**src/rtl/cfg_dprio_status_sync_mc.sv**
```systemverilog
// cfg_dprio_status_sync_mc: round-robin multi-channel status snapshot delivered over a
// four-phase write_en/ack handshake into an asynchronous user domain, with optional timeout.
module cfg_dprio_status_sync_mc #(
    parameter int DATA_WIDTH     = 16,
    parameter int NUM_CH         = 4,
    parameter int CHG_MODE       = 0,
    parameter int TIMEOUT_CYCLES = 0,
    parameter int CH_W           = (NUM_CH > 1) ? $clog2(NUM_CH) : 1
) (
    input  logic                         clk,
    input  logic                         rst,
    input  logic [NUM_CH*DATA_WIDTH-1:0] stat_data_in,
    input  logic                         write_en_ack,
    output logic                         write_en,
    output logic [DATA_WIDTH-1:0]        stat_data_out,
    output logic [CH_W-1:0]              stat_ch_out,
    output logic                         timeout_err,
    output logic                         busy
);
    localparam int TW = (TIMEOUT_CYCLES > 1) ? $clog2(TIMEOUT_CYCLES) : 1;
    localparam logic [TW-1:0] T_LAST = TW'((TIMEOUT_CYCLES > 0) ? TIMEOUT_CYCLES - 1 : 0);
    localparam logic [CH_W-1:0] CH_LAST = CH_W'(NUM_CH - 1);
    localparam logic [CH_W:0] NCH = (CH_W + 1)'(NUM_CH);

    typedef enum logic [1:0] {IDLE = 2'd0, REQ = 2'd1, WAIT_N_ACK = 2'd2, BAD = 2'd3} state_t;

    state_t state, state_n;
    logic ack_m, ack_s;
    logic [NUM_CH*DATA_WIDTH-1:0] last_sent;
    logic [NUM_CH-1:0] pending;
    logic [CH_W-1:0] rr, sel, idx, ch_next;
    logic [CH_W:0] sum;
    logic [TW-1:0] cnt;
    logic any_pend, load, done, expire, exit_cond;

    always_comb begin
        for (int c = 0; c < NUM_CH; c++)
            pending[c] = (CHG_MODE == 0) ||
                (stat_data_in[c*DATA_WIDTH +: DATA_WIDTH] != last_sent[c*DATA_WIDTH +: DATA_WIDTH]);
    end

    // Scan from the farthest offset back to rr so the nearest pending channel wins.
    always_comb begin
        any_pend = 1'b0;
        sel = '0;
        sum = '0;
        idx = '0;
        for (int i = NUM_CH - 1; i >= 0; i--) begin
            sum = {1'b0, rr} + (CH_W + 1)'(i);
            idx = CH_W'((sum >= NCH) ? sum - NCH : sum);
            if (pending[idx]) begin
                any_pend = 1'b1;
                sel = idx;
            end
        end
    end

    assign busy = (state == REQ) || (state == WAIT_N_ACK);
    assign ch_next = (stat_ch_out == CH_LAST) ? '0 : stat_ch_out + CH_W'(1);
    assign exit_cond = (state == REQ && ack_s) || (state == WAIT_N_ACK && !ack_s);
    assign expire = (TIMEOUT_CYCLES > 0) && busy && (cnt == T_LAST) && !exit_cond;
    assign load = (state == IDLE) && any_pend;
    assign done = (state == WAIT_N_ACK) && !ack_s;

    always_comb begin
        state_n = IDLE;
        case (state)
            IDLE:       state_n = any_pend ? REQ : IDLE;
            REQ:        state_n = ack_s ? WAIT_N_ACK : REQ;
            WAIT_N_ACK: state_n = ack_s ? WAIT_N_ACK : IDLE;
            default:    state_n = IDLE;
        endcase
        if (expire)
            state_n = IDLE;
    end

    always_ff @(posedge clk or posedge rst) begin
        if (rst)
            state <= IDLE;
        else
            state <= state_n;
    end

    always_ff @(posedge clk or posedge rst) begin
        if (rst) begin
            ack_m         <= 1'b0;
            ack_s         <= 1'b0;
            write_en      <= 1'b0;
            timeout_err   <= 1'b0;
            stat_data_out <= '0;
            stat_ch_out   <= '0;
            rr            <= '0;
            cnt           <= '0;
            last_sent     <= '0;
        end else begin
            ack_m       <= write_en_ack;
            ack_s       <= ack_m;
            write_en    <= (state_n == REQ);
            timeout_err <= expire;
            cnt         <= load ? '0 : busy ? cnt + TW'(1) : cnt;
            if (load) begin
                stat_data_out <= stat_data_in[sel*DATA_WIDTH +: DATA_WIDTH];
                stat_ch_out   <= sel;
            end
            if (done || expire)
                rr <= ch_next;
            // An aborted handshake leaves last_sent alone so the channel stays pending.
            if (done)
                last_sent[stat_ch_out*DATA_WIDTH +: DATA_WIDTH] <= stat_data_out;
        end
    end
endmodule

```
**config.mk**
```make
export PLATFORM = sky130hd
export DESIGN_NAME = cfg_dprio_status_sync_mc
export DESIGN_NICKNAME = d
export VERILOG_FILES = /design/src/rtl/cfg_dprio_status_sync_mc.sv
export SDC_FILE = /design/constraint.sdc
export NUM_CORES = 1
export LEC_CHECK = 0
export BUFFER_PORTS_ARGS = -buffer_cell sky130_fd_sc_hd__buf_4
export CAP_MARGIN = 0
export CELL_PAD_IN_SITES_DETAIL_PLACEMENT = 0
export CELL_PAD_IN_SITES_GLOBAL_PLACEMENT = 1
export CORE_MARGIN = 3
export CORE_UTILIZATION = 34
export DETAILED_ROUTE_END_ITERATION = 7
export PLACE_DENSITY = 0.86
export SYNTH_ARGS = -nofsm -noshare
export SYNTH_HDL_FRONTEND = slang
export SYNTH_SLANG_ARGS = --single-unit
```
**constraint.sdc**
```tcl
create_clock -name clk -period 2.8 [get_ports clk]
set_input_delay 0.14 -clock clk [delete_from_list [all_inputs] [get_ports clk]]
set_output_delay 0.14 -clock clk [all_outputs]
set_load 0.05 [all_outputs]
```
==> results.py <==
metrics = {
    "placed_design": {
        "dp.cells": 250,
        "finalWeightedCongestion": 0.707,
        "io_buffers": 86,
        "hpwl_um": 2760,
    },
    "yosys": {
        "netlist_area_mm2": 0.00149,
        "synth_compound_area_share_pct": 11.5,
        "yosysWarnings": 0,
        "syn_inst": 123,
        "synth_seq_cells": 25,
        "synth_top_family_by_area": "multiplexers",
        "synth_nets": 195,
        "seq_area_frac_synth_pct": 42.0,
        "synth_cell_type_count": 21,
        "post_synth_and_or_nand_nor_area_fraction_pct": 9.40,
        "synthXorXnorAreaFrac_pct": 0,
        "synthAdderAreaFrac_pct": 4.20,
        "avgSynthCellArea_um2": 12.1,
        "synthMuxAreaShare_pct": 23.8,
    },
    "worst_setup_path": {
        "required_ns": 2.90,
        "cpPeakStageDelay_ns": 0.50,
        "cp_cell_sequence": "inv_1 > ha_1 > buf_4 > nand2b_1 > o221ai_1",
        "cp_top_family": "simple AND/OR/NAND/NOR gates",
        "cp_num_buf_inv": 2,
        "ff2ff_setup_slack_ns": 1.07,
        "crit_type": "reg -> reg",
        "regToRegStartpoint": "state[0]",
        "slowest_stage": "nand2b_1",
        "rr_worst_depth": 5,
        "arrival_ns": 1.82,
        "rr_endpoint": "stat_data_out[9]",
        "path_max_fanout": 21,
        "end_kind": "register",
        "critPathLaunchType": "register",
    },
    "power_and_ir_drop": {
        "power_frac_comb_pct": 62.2,
        "p_seq_share_pct": 29.5,
        "powerDensity_mw_per_mm2": 1170,
        "intPower_mw": 1.27,
        "p_leak_nw": 1.09,
        "switchingPower_mw": 1.24,
        "peakVddDrop_v": 0.000595,
        "p_sw_share_pct": 49.5,
        "clkPwrFrac_pct": 8.3,
    },
    "cells_and_area": {
        "final_common_cell": "buf_4",
        "final_cell_mix": "buf_4 (87), mux2i_1 (32), dfrtp_1 (24)",
        "num_antenna_cells": 0,
        "fillers": 382,
        "drive_above_1_share_pct": 47.3,
        "area_growth_pct": 44.4,
        "fin_nets": 278,
        "instances_no_fill": 255,
    },
    "die": {
        "dieArea_mm2": 0.00521,
        "core-area_mm2": 0.00412,
        "io_pins": 88,
        "die_h_um": 72.2,
        "num_rows": 23,
        "start_util_pct": 36.2,
        "die_w_um": 72.2,
    },
    "drt": {
        "drtIter0Drc": 24,
        "dr_total_vias": 1249,
        "vias_per_cell": 4.90,
        "wl_per_cell_um": 14.1,
        "route.antenna.remaining_nets": 0,
        "drt_pass1_iterations": 4,
        "post-route-drc-count": 0,
        "routed_wl_um": 3590,
    },
    "clocking": {
        "numCtsBuffers": 3,
        "clkTransAtPathRegs_ns": 0.09,
        "post_cts_buffers": 0,
        "cts.sinks": 25,
        "cts-root-buf": "clkbuf_8",
        "cts_buffer_depth": 2,
        "h-tree-depth": 1,
        "clock_latency_ns": 0.27,
        "tritoncts": "done",
    },
    "timing": {
        "worst_pin_slew_ns": 0.941,
        "hold_viol": 0,
        "fin_crit_sh_pct": 61.6,
        "worst_slew_margin_rel_pct": 37.2,
        "min_period_ns": 1.73,
        "clock.fmax_ghz": 0.579,
        "rsz0062_at_grt": "false",
        "timing.setup.tns_ns": 0,
        "setup_viol": 0,
        "slew_viol_final": 0,
        "finClkSkew_ns": 0.0115,
    },
    "global_route": {
        "grt_util_all_layers_pct": 13.9,
        "grt_max_degree": 35,
        "grt_first_pass_wirelength_um": 5740,
        "grt_pass1_vias": 1254,
        "overflow": 0,
        "antenna_found_initial": 0,
    },
    "min_path": {
        "hold_path_class": "in -> async",
    },
    "job": {
        "drv_cap": 0,
    },
    "outcome": {
        "outcome": "finished, final reports clean",
    },
}
## cell families after synthesis
group / Yosys count
other: 1
AND/OR/NAND/NOR: 22
adder cells (fa/ha/maj): 5
flip-flops: 25
buffers and inverters: 15
multiplexers: 35
AO/OA/AOI/OAI: 20
## metrics by stage
step           utilization (%)  hold slack (ns)  setup slack (ns)  area [µm²]  total power, mW
3_3_place_gp              50.9            0.251              1.18        2090             2.31
2_1_floorplan                -            0.167              1.48        1490             2.00
4_1_cts                   52.3            0.110              1.04        2150             2.55
3_5_place_dp              50.9            0.251              1.07        2090             2.34
5_1_grt                   52.3            0.167             0.929        2150             2.69
6_report                  52.3           0.0768              1.07        2150             2.52
## sequential cells by signal, summed over array words and instances (netlist names)
signal         count
write_en           1
ack_m              1
rr                 2
ack_s              1
stat_ch_out        2
state              2
stat_data_out     16
## cells in the mapped netlist
library cell	count	area share, %
mux2_2	3	2.3
ha_1	5	4.2
buf_12	2	2.7
dfrtp_1	25	42
nand2_4	1	0.76
buf_4	2	1.0
nor2_1	1	0.25
buf_8	1	1.0
nand2b_1	18	7.6
a211oi_1	1	0.50
conb_1	1	0.25
buf_2	2	0.67
o221ai_2	1	1.0
o21ai_0	1	0.34
o21a_1	1	0.50
buf_6	3	2.3
inv_1	5	1.3
a21oi_1	1	0.34
nor2b_1	2	0.84
mux2i_1	32	21
o221ai_1	15	8.8
## power by group through the flow
stage | clock (mW) | combinational, mW | sequential, mW
6_report | 0.209 | 1.57 | 0.741
5_1_grt | 0.236 | 1.68 | 0.775
3_5_place_dp | 0 | 1.58 | 0.755
3_3_place_gp | 0 | 1.56 | 0.757
2_1_floorplan | 0 | 0.897 | 1.10
4_1_cts | 0.219 | 1.59 | 0.748
## how the worst max path moves through the flow
stage	startpoint	end	slack (ns)	cells past startpoint
finish	state[0]	stat_data_out[9]	1.07	5
global route	state[1]	stat_data_out[9]	0.93	5
CTS	state[0]	stat_data_out[9]	1.04	5
detailed placement	state[0]	stat_data_out[9]	1.07	5
global placement	state[0]	stat_data_out[3]	1.18	5
floorplan	stat_ch_out[0]	rr[1]	1.48	2
## final cells by class
cell class                      count  area, µm²  share of cell area, %
Clock buffer                        3       41.3                   1.92
Clock inverter                      1       7.51                  0.349
Inverter                            5       18.8                  0.872
Multi-Input combinational cell     83        732                   34.0
Sequential cell                    25        627                   29.1
Tap cell                           50       62.6                   2.91
Timing Repair Buffer               88        663                   30.8
## routing by layer
| layer | share of wire [%] | global-route usage [%] | wire length, µm |
|---|---|---|---|
| met1 | 39 | 16.2 | 1400 |
| met2 | 49 | 23.9 | 1760 |
| met3 | 11 | 5.40 | 407 |
| met4 | 0.81 | 3.13 | 29 |
| met5 | 0 | 0 | 0 |
## what timing repair did
action                    CTS  global route
hold endpoints to repair    1             0
resized for setup           0             0
hold buffers                1             0
(Power assumes the default switching activity.)
